===== src/rtl/clock_pkg.sv =====
// Shared definitions for the seg_clock time-setting path.
// Holds the edit FSM state encoding, time-field limits and the
// seconds-of-day arithmetic constants.
package clock_pkg;

  typedef enum logic [2:0] {
    ST_RUN    = 3'd0,
    ST_SET_H  = 3'd1,
    ST_SET_M  = 3'd2,
    ST_SET_S  = 3'd3,
    ST_COMMIT = 3'd4
  } state_e;

  localparam int unsigned HOUR_MAX     = 23;
  localparam int unsigned MIN_MAX      = 59;
  localparam int unsigned SEC_PER_HOUR = 3600;
  localparam int unsigned SEC_PER_MIN  = 60;
  localparam int unsigned MAX_DAY      = 86400;

  localparam int unsigned HOUR_W = 5;
  localparam int unsigned MIN_W  = 6;
  localparam int unsigned DAY_W  = $clog2(MAX_DAY);

endpackage


===== src/rtl/field_wrap_cnt.sv =====
// Wrapping up/down counter for one time field (hour, minute or second).
// Ports:
//   clk, rst   clock, synchronous active-high reset (value -> 0)
//   load       load load_val (highest priority after reset)
//   load_val   value to load
//   inc, dec   step +1 / -1 with wrap at 0..MAX; both together = hold
//   val        current field value
module field_wrap_cnt #(
  parameter  int unsigned MAX = 59,
  localparam int unsigned W   = $clog2(MAX + 1)
) (
  input  logic         clk,
  input  logic         rst,
  input  logic         load,
  input  logic [W-1:0] load_val,
  input  logic         inc,
  input  logic         dec,
  output logic [W-1:0] val
);

  logic [W-1:0] val_q, val_d;

  // Next value: load, else single-direction step with wrap.
  always_comb begin
    val_d = val_q;
    if (load) begin
      val_d = load_val;
    end else if (inc && !dec) begin
      val_d = (val_q == W'(MAX)) ? '0 : val_q + W'(1);
    end else if (dec && !inc) begin
      val_d = (val_q == '0) ? W'(MAX) : val_q - W'(1);
    end
  end

  always_ff @(posedge clk) begin
    if (rst) val_q <= '0;
    else     val_q <= val_d;
  end

  assign val = val_q;

endmodule


===== src/rtl/clock_set_ctrl.sv =====
// Time-setting controller: walks hour/minute/second edit modes from
// key pulses, loads the new seconds-of-day into the counter block and
// drives per-field blink enables for the display.
// Ports:
//   clk, rst                    clock, synchronous active-high reset
//   tick_1s                     one pulse per second (edit timeout base)
//   key_mode, key_inc, key_dec  debounced one-cycle key pulses
//   cur_hour/min/sec            live time from the counter
//   disp_hour/min/sec           time to display (live or edited)
//   blink_mask                  {hour,min,sec}, 1 = blank field now
//   load_en, load_day           one-cycle load of new seconds-of-day
//   setting                     high while editing or committing
module clock_set_ctrl
  import clock_pkg::*;
#(
  parameter int unsigned BLINK_CYC = 25_000_000,
  parameter int unsigned TIMEOUT_S = 10
) (
  input  logic              clk,
  input  logic              rst,
  input  logic              tick_1s,
  input  logic              key_mode,
  input  logic              key_inc,
  input  logic              key_dec,
  input  logic [HOUR_W-1:0] cur_hour,
  input  logic [MIN_W-1:0]  cur_min,
  input  logic [MIN_W-1:0]  cur_sec,
  output logic [HOUR_W-1:0] disp_hour,
  output logic [MIN_W-1:0]  disp_min,
  output logic [MIN_W-1:0]  disp_sec,
  output logic [2:0]        blink_mask,
  output logic              load_en,
  output logic [DAY_W-1:0]  load_day,
  output logic              setting
);

  localparam int unsigned BLINK_W = $clog2(BLINK_CYC);
  localparam int unsigned TO_W    = $clog2(TIMEOUT_S + 1);

  state_e              state_q, state_d;
  logic [BLINK_W-1:0]  blink_cnt_q, blink_cnt_d;
  logic                phase_q, phase_d;
  logic [TO_W-1:0]     to_cnt_q, to_cnt_d;
  logic                load_en_q, load_en_d;
  logic [DAY_W-1:0]    load_day_q, load_day_d;
  logic                blink_rst;

  logic [HOUR_W-1:0]   edit_h;
  logic [MIN_W-1:0]    edit_m, edit_s;
  logic                capture;
  logic                sel_h, sel_m, sel_s, in_set;

  assign sel_h   = (state_q == ST_SET_H);
  assign sel_m   = (state_q == ST_SET_M);
  assign sel_s   = (state_q == ST_SET_S);
  assign in_set  = sel_h | sel_m | sel_s;
  assign capture = (state_q == ST_RUN) & key_mode;

  // Edit registers; key_mode masks inc/dec in the same cycle.
  field_wrap_cnt #(.MAX(HOUR_MAX)) u_hour (
    .clk(clk), .rst(rst), .load(capture), .load_val(cur_hour),
    .inc(sel_h & key_inc & ~key_mode), .dec(sel_h & key_dec & ~key_mode),
    .val(edit_h)
  );

  field_wrap_cnt #(.MAX(MIN_MAX)) u_min (
    .clk(clk), .rst(rst), .load(capture), .load_val(cur_min),
    .inc(sel_m & key_inc & ~key_mode), .dec(sel_m & key_dec & ~key_mode),
    .val(edit_m)
  );

  field_wrap_cnt #(.MAX(MIN_MAX)) u_sec (
    .clk(clk), .rst(rst), .load(capture), .load_val(cur_sec),
    .inc(sel_s & key_inc & ~key_mode), .dec(sel_s & key_dec & ~key_mode),
    .val(edit_s)
  );

  // Next-state, timeout, blink and load logic.
  always_comb begin
    state_d    = state_q;
    to_cnt_d   = to_cnt_q;
    load_en_d  = 1'b0;
    load_day_d = load_day_q;
    blink_rst  = 1'b0;
    if (blink_cnt_q == BLINK_W'(BLINK_CYC - 1)) begin
      blink_cnt_d = '0;
      phase_d     = ~phase_q;
    end else begin
      blink_cnt_d = blink_cnt_q + BLINK_W'(1);
      phase_d     = phase_q;
    end

    case (state_q)
      ST_RUN: begin
        to_cnt_d = '0;
        if (key_mode) begin
          state_d   = ST_SET_H;
          blink_rst = 1'b1;
        end
      end
      ST_SET_H, ST_SET_M, ST_SET_S: begin
        if (key_mode) begin
          to_cnt_d = '0;
          if (sel_h) begin
            state_d   = ST_SET_M;
            blink_rst = 1'b1;
          end else if (sel_m) begin
            state_d   = ST_SET_S;
            blink_rst = 1'b1;
          end else begin
            state_d = ST_COMMIT;
          end
        end else if (key_inc || key_dec) begin
          // Any edit key restarts the timeout and shows the field solid.
          to_cnt_d  = '0;
          blink_rst = 1'b1;
        end else if (tick_1s) begin
          if (to_cnt_q == TO_W'(TIMEOUT_S - 1)) begin
            state_d  = ST_RUN;
            to_cnt_d = '0;
          end else begin
            to_cnt_d = to_cnt_q + TO_W'(1);
          end
        end
      end
      ST_COMMIT: begin
        state_d    = ST_RUN;
        to_cnt_d   = '0;
        load_en_d  = 1'b1;
        load_day_d = DAY_W'(edit_h) * DAY_W'(SEC_PER_HOUR)
                   + DAY_W'(edit_m) * DAY_W'(SEC_PER_MIN)
                   + DAY_W'(edit_s);
      end
      default: begin
        state_d  = ST_RUN;
        to_cnt_d = '0;
      end
    endcase

    if (blink_rst) begin
      blink_cnt_d = '0;
      phase_d     = 1'b0;
    end
  end

  always_ff @(posedge clk) begin
    if (rst) begin
      state_q     <= ST_RUN;
      blink_cnt_q <= '0;
      phase_q     <= 1'b0;
      to_cnt_q    <= '0;
      load_en_q   <= 1'b0;
      load_day_q  <= '0;
    end else begin
      state_q     <= state_d;
      blink_cnt_q <= blink_cnt_d;
      phase_q     <= phase_d;
      to_cnt_q    <= to_cnt_d;
      load_en_q   <= load_en_d;
      load_day_q  <= load_day_d;
    end
  end

  // Display path is a pure mux of registered state; live time only in RUN.
  assign disp_hour  = (state_q == ST_RUN) ? cur_hour : edit_h;
  assign disp_min   = (state_q == ST_RUN) ? cur_min  : edit_m;
  assign disp_sec   = (state_q == ST_RUN) ? cur_sec  : edit_s;
  assign blink_mask = {sel_h & phase_q, sel_m & phase_q, sel_s & phase_q};
  assign setting    = in_set | (state_q == ST_COMMIT);
  assign load_en    = load_en_q;
  assign load_day   = load_day_q;

endmodule


===== config.mk =====
export PLATFORM = sky130hd
export DESIGN_NAME = clock_set_ctrl
export DESIGN_NICKNAME = d
export VERILOG_FILES = /design/src/rtl/clock_pkg.sv /design/src/rtl/field_wrap_cnt.sv /design/src/rtl/clock_set_ctrl.sv
export SDC_FILE = /design/constraint.sdc
export NUM_CORES = 1
export LEC_CHECK = 0
export ABC_AREA = 1
export CAP_MARGIN = 20
export CORE_ASPECT_RATIO = 0.6
export CORE_MARGIN = 2
export CORE_UTILIZATION = 40
export CTS_BUF_LIST = sky130_fd_sc_hd__clkbuf_8
export DETAILED_ROUTE_END_ITERATION = 16
export PLACE_DENSITY_LB_ADDON = 0.15
export SLEW_MARGIN = 15
export SYNTH_ARGS = -nofsm -noshare
export SYNTH_HDL_FRONTEND = slang
export SYNTH_SLANG_ARGS = --single-unit

===== constraint.sdc =====
create_clock -name clk -period 5.9 [get_ports clk]
set_input_delay 0.59 -clock clk [delete_from_list [all_inputs] [get_ports clk]]
set_output_delay 0.59 -clock clk [all_outputs]
set_load 0.02 [all_outputs]

==> metrics.yaml, run 1 <==
outcome: "complete, no violations"
coreArea_mm2: 0.0146
p_leak_uw: 0.00321
main_flop_type_after_synthesis: "sky130_fd_sc_hd__dfxtp_1"
placed_cell_area_mm2: 0.00680
hold_class: "reg2reg"
commonest_cells_after_routing_fill_and_taps_aside: "180 x sky130_fd_sc_hd__nand2_1, 137 x sky130_fd_sc_hd__inv_1, 99 x sky130_fd_sc_hd__nor2_1"
vdd.ir_drop.worst_mv: 0.139
hold_path_depth: 2
grt_first_pass_wirelength_mm: 26.6
cts_tree: "yes"
r2r-end: "load_day[16]$_SDFFE_PP0P_"
design.final.nets: 1059
crit_path_cell_trace: "inv_1, fa_1, fa_1, inv_1, ha_1, a21oi_1, nand2_1, a21oi_1, o21ai_0, xnor2_1, inv_1, ha_1, ha_1, nand2_1, inv_1, a21oi_1, nand2_1, nand2_1, nand2_1, nand3_1, nand2_1, nor2_1, nor2_1"
antenna_cells_inserted: 0
cp-end-kind: "flip-flop"
initial_utilization: 0.413
total_number_of_placement_rows: 34
syn_to_final_growth_pct: 17.0
cts_hold_buf: 0
remaining_drc_errors: 0
critical-path-slowest-cell: "sky130_fd_sc_hd__dfxtp_1"
fp.dieArea_mm2: 0.0161
ff_to_ff_path_depth: 23
die_w_um: 163
detail_route.wirelength_mm: 16.0
clk_pin_slew_ns: 0.08
cts_buffer_depth: 2
clkLatencyLatePin_ns: 0.36
ys.warnings.count: 0
clock.fmax_mhz: 218
detail_route.wl_per_cell_um: 13.9
critical_path_class: "reg2reg"
critPathRequiredTime_ns: 6.16
groute.layer.met1.usage: 0.357
synthesis.area_per_instance_um2: 6.73
hold_ws_ns: 0.462
cap_violations: 0
post_synth_num_cell_types: 34
netlist_area_mm2: 0.00603
number_of_global_route_vias_before_repair: 4972
rsz0062_at_grt: "false"
worst_setup_path_start_kind: "flip-flop"
drt-initial-drc-count: 573
grt_util_met2: 0.243
synth_edf_count: 0
via_count: 5657
whs_endpoint: "blink_cnt_q[24]$_SDFF_PP0_"
worst_setup_skew_after_layout_ns: 0.0119
timing.rr.start: "u_min.val[2]$_SDFFE_PP0P_"
cts.repair.resized: 0
timing.final.max_slew_violations: 0
slew-limit-headroom: 0.311
post_drt_via_cell_ratio: 4.91
place.port_buffers: 61
detailedPlacementHpwl_mm: 12.6
synth_async_sr_flop_share: 0
global_route.peak_usage_layer: "met1"
grt_antenna_before_repair: 0
utilization: 0.484
place_congestion: 0.892
layout-drive-gt1-share: 0.0545
final.period_utilization: 0.777
clock_sink_count: 68
path_buf_inv: 4
post_synth_inst_count: 896
minimum_period_implied_by_the_final_worst_setup_slack_ns: 4.59
setup_viol: 0
critical_path_peak_fanout: 8
power_density_mw_per_mm2: 269
critical-path-top-delay-family: "adder cells"
report.final.hold_viol_count: 0
total_power_uw: 1900
critical_path_depth: 23
postRouteAntennaNets: 0
cts.repair_timing.setup_buffer_count: 0
final_common_cell: "sky130_fd_sc_hd__nand2_1"
delay_of_the_slowest_critical_path_stage_ns: 0.55
synthesized_nets: 1005
timing.reg2reg.setup_slack_ns: 1.31
gr-usage-met3: 0.0584
grt_remaining_overflow: 0
cts_root_buffer: "sky130_fd_sc_hd__clkbuf_8"
seq_area_frac_synth: 0.226
grt_max_degree: 29
num_io_pins: 62
worst_path_most_repeated_cell: "sky130_fd_sc_hd__nand2_1"
clock_h_tree_levels: 3
postSynthRegisterBits: 68
worst_ep_arrival_time_ns: 4.84
first_pass_iters: 5
worst_pin_slew_ns: 1.03
stdcell_area_mm2: 0.00706
die-height_um: 99.1
hp-start: "blink_cnt_q[24]$_SDFF_PP0_"
cts_inserted_buffers: 9
grtUsageTotal: 0.208
setup_total_negative_slack_ns: 0
## cells in the mapped netlist (12+ instances only)
cell type                    n  area share
sky130_fd_sc_hd__nand2_1   180        0.11
sky130_fd_sc_hd__inv_1     137       0.085
sky130_fd_sc_hd__nor2_1     99       0.062
sky130_fd_sc_hd__nand3_1    73       0.061
sky130_fd_sc_hd__ha_1       71        0.15
sky130_fd_sc_hd__dfxtp_1    68        0.23
sky130_fd_sc_hd__o21ai_0    67       0.056
sky130_fd_sc_hd__a21oi_1    40       0.033
sky130_fd_sc_hd__xor2_1     21       0.030
sky130_fd_sc_hd__xnor2_1    17       0.025
sky130_fd_sc_hd__fa_1       15       0.050
sky130_fd_sc_hd__nand4_1    14       0.015
sky130_fd_sc_hd__clkbuf_1   13      0.0081
sky130_fd_sc_hd__nor3_1     12       0.010
## sequential cells by signal (all words and copies together), names as in the netlist
| name | count |
|---|---|
| u_sec.val | 6 |
| load_en | 1 |
| to_cnt_q | 4 |
| blink_cnt_q | 25 |
| state_q | 3 |
| u_hour.val | 5 |
| phase_q | 1 |
| load_day | 17 |
| u_min.val | 6 |
## layout make-up
class,count,area (um^2)
Fill cell,1471,7540
Clock buffer,11,151
Multi-Input combinational cell,667,4040
Inverter,142,533
Sequential cell,68,1360
Tap cell,198,248
Timing Repair Buffer,62,618
Clock inverter,5,106
## worst min-delay path: cells and delay by family, from the launching register on
| family | cells | cell delay, ns |
|---|---|---|
| compound gates | 1 | 0.05 |
| flops | 1 | 0.31 |
| simple gates | 1 | 0.06 |
## kinds of logic after synthesis
logic type	count (synthesis)	share of synthesized area
adder cells (fa/ha/maj)	86	0.197
AO/OA/AOI/OAI	138	0.127
flip-flops	68	0.226
XOR/XNOR	38	0.0552
buffers and inverters	161	0.105
AND/OR/NAND/NOR	405	0.290
## report_power, final
group          total, uW  internal [uW]  switching (uW)
Clock                501            305             195
Combinational        880            340             540
Sequential           515            476            39.2
Total               1900           1120             775
## worst max path at each step
stage                                     end  slack [ns]                       from
CTS                 load_day[15]$_SDFFE_PP0P_        1.34  u_min.val[2]$_SDFFE_PP0P_
floorplan           load_day[16]$_SDFFE_PP0P_        1.75  u_min.val[3]$_SDFFE_PP0P_
global route        load_day[16]$_SDFFE_PP0P_        0.91  u_min.val[2]$_SDFFE_PP0P_
finish              load_day[16]$_SDFFE_PP0P_        1.31  u_min.val[2]$_SDFFE_PP0P_
global placement    load_day[16]$_SDFFE_PP0P_        1.39  u_min.val[2]$_SDFFE_PP0P_
detailed placement  load_day[15]$_SDFFE_PP0P_        1.36  u_min.val[2]$_SDFFE_PP0P_
## through the flow
stage,worst slack [ns],instances
after floorplan,1.75,896
after global placement,1.39,1137
after detailed placement,1.36,1137
after CTS,1.34,1153
after global routing,0.909,1153
final,1.31,1153
## routing by layer
metal  vias to the layer above  part of all wire
li1                       2985                 -
met2                       200              0.32
met3                        15             0.083
met4                         0            0.0066
met5                         -                 0
met1                      2457              0.59
(Power assumes the default switching activity.)
==> inputs of run 2 (changes only) <==
Clock period 5.9 ns to 4.4 ns, I/O delays scaled along.
==> run 2 against run 1 <==
First-iteration DRC count decreased by 17%; sequential cell count unchanged; largest power group unchanged; routed wire length increased by 1.3%; register-to-register slack got worse by 1.0 ns; global-route usage increased by 0.20 points; critical path type unchanged; sequential share of layout area decreased by 0.18 points; highest routed layer unchanged; combinational power increased by 37%; via count increased by 0.58%; final cell count increased by 1.2%.
==> metrics.yaml, run 2 (same netlist as run 1, synthesis figures left out) <==
outcome: "complete, no violations"  # unchanged
layout_setup_ws_ns: 0.285  # was 1.31 ns
clock_h_tree_levels: 3  # unchanged
rsz0062_at_grt: "true"  # was false
hold_ws_ns: 0.460  # was 0.462 ns
cts_buffer_depth: 2  # unchanged
remaining_drc_errors: 0  # unchanged
clk_pin_slew_ns: 0.09  # was 0.08 ns
place_congestion: 0.870  # was 0.892
die_w_um: 163  # unchanged
ff_to_ff_path_depth: 24  # was 23
number_of_global_route_vias_before_repair: 5112  # was 4972
cts_hold_buf: 0  # unchanged
maxUsedRoutingLayer: "met4"  # unchanged
cp-end-kind: "flip-flop"  # unchanged
die-height_um: 99.1  # unchanged
utilization: 0.488  # was 0.484
total_power_uw: 2470  # was 1900 uW
grt_antenna_before_repair: 0  # unchanged
vdd.ir_drop.worst_mv: 0.174  # was 0.139 mV
setup_viol: 0  # unchanged
post_drt_via_cell_ratio: 4.88  # was 4.91
timing.reg2reg.setup_slack_ns: 0.29  # was 1.31 ns
worst_pin_slew_ns: 0.754  # was 1.03 ns
initial_utilization: 0.413  # unchanged
detailedPlacementHpwl_mm: 12.7  # was 12.6 mm
power_density_mw_per_mm2: 347  # was 269 mW/mm^2
grt_max_degree: 29  # unchanged
dp_worst_slack_ns: 0.199  # was 1.36 ns
antenna_cells_inserted: 0  # unchanged
critPathRequiredTime_ns: 4.66  # was 6.16 ns
worst_setup_skew_after_layout_ns: 0.0126  # was 0.0119 ns
clock_sink_count: 68  # unchanged
worst_setup_path_start_kind: "flip-flop"  # unchanged
detail_route.wl_per_cell_um: 13.9  # about the same
worst_ep_arrival_time_ns: 4.38  # was 4.84 ns
met3_length_mm: 1.02  # was 1.32 mm
r2r-end: "load_day[16]$_SDFFE_PP0P_"  # unchanged
timing.rr.start: "u_min.val[1]$_SDFFE_PP0P_"  # was u_min.val[2]$_SDFFE_PP0P_
slew-limit-headroom: 0.497  # was 0.311
layout-drive-gt1-share: 0.0691  # was 0.0545
via_count: 5690  # was 5657
critical_path_class: "reg2reg"  # unchanged
fp.dieArea_mm2: 0.0161  # unchanged
total_number_of_placement_rows: 34  # unchanged
syn_to_final_growth_pct: 18.1  # was 17.0%
cts_root_buffer: "sky130_fd_sc_hd__clkbuf_8"  # unchanged
final_common_cell: "sky130_fd_sc_hd__nand2_1"  # unchanged
cap_violations: 0  # unchanged
clock.fmax_mhz: 243  # was 218 MHz
met1Wirelength_mm: 9.54  # was 9.43 mm
hold_class: "reg2reg"  # unchanged
place.port_buffers: 61  # unchanged
worst_setup_path_endpoint: "load_day[16]$_SDFFE_PP0P_"  # unchanged
cts_tree: "yes"  # unchanged
p_leak_uw: 0.00325  # was 0.00321 uW
coreArea_mm2: 0.0146  # unchanged
grtUsageTotal: 0.210  # was 0.208
design.final.nets: 1073  # was 1059
report.final.hold_viol_count: 0  # unchanged
cts_inserted_buffers: 9  # unchanged
commonest_cells_after_routing_fill_and_taps_aside: "180 x sky130_fd_sc_hd__nand2_1, 137 x sky130_fd_sc_hd__inv_1, 99 x sky130_fd_sc_hd__nor2_1"  # unchanged
regMostFlops: "blink_cnt_q"  # unchanged
clkLatencyLatePin_ns: 0.36  # about the same
met2_length_mm: 5.52  # was 5.14 mm
final.period_utilization: 0.935  # was 0.777
detail_route.wirelength_mm: 16.2  # was 16.0 mm
num_io_pins: 62  # unchanged
crit_start: "u_min.val[1]$_SDFFE_PP0P_"  # was u_min.val[2]$_SDFFE_PP0P_
first_pass_iters: 5  # unchanged
drt-initial-drc-count: 473  # was 573
largest_register_ffs: 25  # unchanged
grt_first_pass_wirelength_mm: 27.1  # was 26.6 mm
postRouteAntennaNets: 0  # unchanged
critical_path_peak_fanout: 5  # was 8
minimum_period_implied_by_the_final_worst_setup_slack_ns: 4.11  # was 4.59 ns
grt_remaining_overflow: 0  # unchanged
timing.final.max_slew_violations: 0  # unchanged
[run 2: cell count changes in the layout (fill, tap and decap cells not counted), sizes merged]
cell	delta
clkinvlp	+1
clkbuf	-2
bufinv	-1
clkinv	+2
buf	+14
[run 2: final cells by class]
| class | instances | area (um^2) |
|---|---|---|
| Tap cell | 198 | 248 |
| Sequential cell | 68 | 1360 |
| Multi-Input combinational cell | 667 | 4040 |
| Clock inverter | 7 | 92.6 |
| Fill cell | 1460 | 7470 |
| Timing Repair Buffer | 76 | 723 |
| Clock buffer | 9 | 124 |
| Inverter | 142 | 533 |
[run 2: worst max-delay path, cell delays in order (launching register included)]
cell,delay (ns)
sky130_fd_sc_hd__dfxtp_1,0.31
sky130_fd_sc_hd__buf_4,0.15
sky130_fd_sc_hd__fa_1,0.53
sky130_fd_sc_hd__inv_1,0.05
sky130_fd_sc_hd__fa_1,0.52
sky130_fd_sc_hd__inv_1,0.05
sky130_fd_sc_hd__ha_1,0.26
sky130_fd_sc_hd__nand3_1,0.06
sky130_fd_sc_hd__nand2_1,0.12
sky130_fd_sc_hd__a21oi_1,0.07
sky130_fd_sc_hd__o21ai_0,0.19
sky130_fd_sc_hd__xnor2_1,0.14
sky130_fd_sc_hd__inv_1,0.05
sky130_fd_sc_hd__ha_1,0.28
sky130_fd_sc_hd__ha_2,0.33
sky130_fd_sc_hd__nand2_1,0.12
sky130_fd_sc_hd__inv_1,0.04
sky130_fd_sc_hd__a21oi_1,0.20
sky130_fd_sc_hd__nand2_1,0.10
sky130_fd_sc_hd__nand2_1,0.08
sky130_fd_sc_hd__nand2_1,0.09
sky130_fd_sc_hd__nand3_1,0.08
sky130_fd_sc_hd__nand2_1,0.05
sky130_fd_sc_hd__nor2_1,0.09
sky130_fd_sc_hd__nor2_1,0.04
[run 2: power breakdown]
part	internal [uW]	leakage [uW]	switching (uW)
Combinational	474	0.00259	739
Clock	317	0.000107	266
Sequential	638	0.000552	36.9
Total	1430	0.00325	1040
[run 2: per-stage QoR]
step,area (um^2),instances,TNS [ns]
after global placement,6900,1151,0
after CTS,7120,1167,0
final,7120,1167,0
after global routing,7120,1167,-0.0712
after floorplan,6030,896,0
after detailed placement,6900,1151,0
[run 2: how the worst min path moves through the flow]
stage,endpoint,from,depth (start not counted),slack [ns]
floorplan,blink_cnt_q[0]$_SDFF_PP0_,blink_cnt_q[0]$_SDFF_PP0_,1,0.43
global placement,blink_cnt_q[0]$_SDFF_PP0_,blink_cnt_q[0]$_SDFF_PP0_,1,0.45
detailed placement,blink_cnt_q[24]$_SDFF_PP0_,blink_cnt_q[24]$_SDFF_PP0_,2,0.46
CTS,blink_cnt_q[24]$_SDFF_PP0_,blink_cnt_q[24]$_SDFF_PP0_,2,0.47
global route,blink_cnt_q[0]$_SDFF_PP0_,blink_cnt_q[0]$_SDFF_PP0_,1,0.49
finish,blink_cnt_q[24]$_SDFF_PP0_,blink_cnt_q[24]$_SDFF_PP0_,2,0.46
[run 2: timing repair]
item	in CTS	in global routing
gates resized for setup	0	4
buffers inserted	0	0
endpoints found under the setup margin	0	6
endpoints found under the hold margin	0	0
[run 2: per-layer routing]
metal / up-vias / GRT usage
met1: 2502 / 0.357
met4: 0 / 0.0327
met2: 166 / 0.259
met3: 13 / 0.0488
li1: 3009 / -
met5: - / 0
==> inputs of run 3 (changes only) <==
Settings changed: HOLD_SLACK_MARGIN set to 0.08, PLACE_DENSITY_LB_ADDON 0.15 to 0.25.
==> run 3 against run 2 <==
Hold slack improved by 0.0019 ns; register-to-register slack got worse by 0.03 ns; sequential cell count did not move; non-clock buffer count fell by 2; clock-buffer cell count rose by 2; critical endpoint unchanged; largest cell class unchanged; largest power group unchanged.
==> metrics.yaml, run 3 (same netlist as run 1, synthesis figures left out) <==
cts_buffer_depth: 2  # unchanged
outcome: "complete, no violations"  # unchanged
worst_pin_slew_ns: 0.738  # was 0.754 ns
cts_root_buffer: "sky130_fd_sc_hd__clkbuf_8"  # unchanged
initial_utilization: 0.413  # unchanged
number_of_global_route_vias_before_repair: 4891  # was 5112
antenna_cells_inserted: 0  # unchanged
vdd.ir_drop.worst_mv: 0.173  # was 0.174 mV
total_power_uw: 2580  # was 2470 uW
worst_setup_path_start_kind: "flip-flop"  # unchanged
dp_worst_slack_ns: 0.154  # was 0.199 ns
grt_first_pass_wirelength_mm: 26.3  # was 27.1 mm
fp.dieArea_mm2: 0.0161  # unchanged
commonest_cells_after_routing_fill_and_taps_aside: "180 x sky130_fd_sc_hd__nand2_1, 136 x sky130_fd_sc_hd__inv_1, 99 x sky130_fd_sc_hd__nor2_1"  # was 180 x sky130_fd_sc_hd__nand2_1, 137 x sky130_fd_sc_hd__inv_1, 99 x sky130_fd_sc_hd__nor2_1
worst_setup_skew_after_layout_ns: 0.00807  # was 0.0126 ns
detail_route.wl_per_cell_um: 13.8  # was 13.9 um
critPathRequiredTime_ns: 4.65  # was 4.66 ns
first_pass_iters: 5  # unchanged
final.period_utilization: 0.942  # was 0.935
die-height_um: 99.1  # unchanged
detailedPlacementHpwl_mm: 12.6  # was 12.7 mm
hold_path_depth: 2  # unchanged
setup_total_negative_slack_ns: 0  # unchanged
critical_path_class: "reg2reg"  # unchanged
hold_class: "reg2reg"  # unchanged
minimum_period_implied_by_the_final_worst_setup_slack_ns: 4.15  # was 4.11 ns
layout_setup_ws_ns: 0.254  # was 0.285 ns
utilization: 0.490  # was 0.488
largest_register_ffs: 25  # unchanged
rsz0062_at_grt: "false"  # was true
clock_h_tree_levels: 3  # unchanged
syn_to_final_growth_pct: 18.5  # was 18.1%
die_w_um: 163  # unchanged
drt-initial-drc-count: 494  # was 473
clock_sink_count: 68  # unchanged
critical_path_peak_fanout: 5  # unchanged
cts_tree: "yes"  # unchanged
regMostFlops: "blink_cnt_q"  # unchanged
clk_pin_slew_ns: 0.08  # was 0.09 ns
setup_viol: 0  # unchanged
clock.fmax_mhz: 241  # was 243 MHz
grt_max_degree: 29  # unchanged
cts_inserted_buffers: 9  # unchanged
ff_to_ff_path_depth: 23  # was 24
post-place-cells: 1149  # was 1151
cts.repair_timing.setup_buffer_count: 0  # unchanged
slew-limit-headroom: 0.507  # was 0.497
report.final.hold_viol_count: 0  # unchanged
place_congestion: 0.948  # was 0.870
layout-drive-gt1-share: 0.0683  # was 0.0691
grtUsageTotal: 0.205  # was 0.210
num_io_pins: 62  # unchanged
clkLatencyLatePin_ns: 0.36  # about the same
timing.final.max_slew_violations: 0  # unchanged
postRouteAntennaNets: 0  # unchanged
instances_no_fill: 1165  # was 1167
design.final.nets: 1071  # was 1073
place.port_buffers: 61  # unchanged
p_leak_uw: 0.00327  # was 0.00325 uW
remaining_drc_errors: 0  # unchanged
worst_ep_arrival_time_ns: 4.40  # was 4.38 ns
via_count: 5718  # was 5690
grt_antenna_before_repair: 0  # unchanged
cap_violations: 0  # unchanged
coreArea_mm2: 0.0146  # unchanged
final_common_cell: "sky130_fd_sc_hd__nand2_1"  # unchanged
total_number_of_placement_rows: 34  # unchanged
post_drt_via_cell_ratio: 4.91  # was 4.88
grt_remaining_overflow: 0  # unchanged
cp-end-kind: "flip-flop"  # unchanged
detail_route.wirelength_mm: 16.0  # was 16.2 mm
power_density_mw_per_mm2: 360  # was 347 mW/mm^2
[run 3: routing by layer]
layer | share of wire | vias up | wire length [um] | GRT usage
met5 | 0 | - | 0 | 0
met4 | 0.0053 | 0 | 85 | 0.0306
met3 | 0.093 | 9 | 1490 | 0.0417
met2 | 0.33 | 219 | 5270 | 0.239
met1 | 0.57 | 2472 | 9180 | 0.363
li1 | - | 3018 | - | -
[run 3: critical path, cell delays in order, from the launching register on]
cell                      delay [ns]
sky130_fd_sc_hd__dfxtp_1        0.33
sky130_fd_sc_hd__inv_1          0.09
sky130_fd_sc_hd__fa_1           0.49
sky130_fd_sc_hd__fa_1           0.51
sky130_fd_sc_hd__inv_1          0.04
sky130_fd_sc_hd__ha_1           0.34
sky130_fd_sc_hd__a21oi_1        0.16
sky130_fd_sc_hd__nand2_1        0.11
sky130_fd_sc_hd__a21oi_1        0.15
sky130_fd_sc_hd__o21ai_1        0.08
sky130_fd_sc_hd__xnor2_1        0.13
sky130_fd_sc_hd__inv_1          0.06
sky130_fd_sc_hd__ha_1           0.29
sky130_fd_sc_hd__ha_1           0.38
sky130_fd_sc_hd__nand2_1        0.13
sky130_fd_sc_hd__inv_1          0.04
sky130_fd_sc_hd__a21oi_1        0.18
sky130_fd_sc_hd__nand2_1        0.10
sky130_fd_sc_hd__nand2_1        0.08
sky130_fd_sc_hd__nand2_1        0.09
sky130_fd_sc_hd__nand3_1        0.08
sky130_fd_sc_hd__nand2_1        0.05
sky130_fd_sc_hd__nor2_1         0.09
sky130_fd_sc_hd__nor2_1         0.04
[run 3: where the power goes]
| part | switching (uW) | internal (uW) | total (uW) |
|---|---|---|---|
| registers | 39.5 | 638 | 678 |
| clock network | 266 | 410 | 675 |
| logic | 750 | 473 | 1220 |
[run 3: worst paths after layout]
path,slack (ns),start,end
max,0.25,u_min.val[2]$_SDFFE_PP0P_,load_day[16]$_SDFFE_PP0P_
min,0.46,blink_cnt_q[24]$_SDFF_PP0_,blink_cnt_q[24]$_SDFF_PP0_
max reg2reg,0.25,u_min.val[2]$_SDFFE_PP0P_,load_day[16]$_SDFFE_PP0P_
min reg2reg,0.46,blink_cnt_q[24]$_SDFF_PP0_,blink_cnt_q[24]$_SDFF_PP0_
[run 3: through the flow]
step	instance area (um^2)	hold WS [ns]
6_report	7150	0.462
3_5_place_dp	6890	0.459
5_1_grt	7150	0.504
4_1_cts	7150	0.470
2_1_floorplan	6030	0.430
3_3_place_gp	6890	0.451
[run 3: timing repair]
| item | in CTS | in global routing |
|---|---|---|
| resized for setup | 0 | 5 |
| hold buffers | 0 | 0 |
| setup endpoints to repair | 0 | 6 |
[run 3: cell type report]
type | instances | area (um^2)
Clock buffer | 11 | 151
Sequential cell | 68 | 1360
Multi-Input combinational cell | 667 | 4040
Timing Repair Buffer | 74 | 708
Tap cell | 198 | 248
Fill cell | 1444 | 7440
Inverter | 142 | 533
Clock inverter | 5 | 106
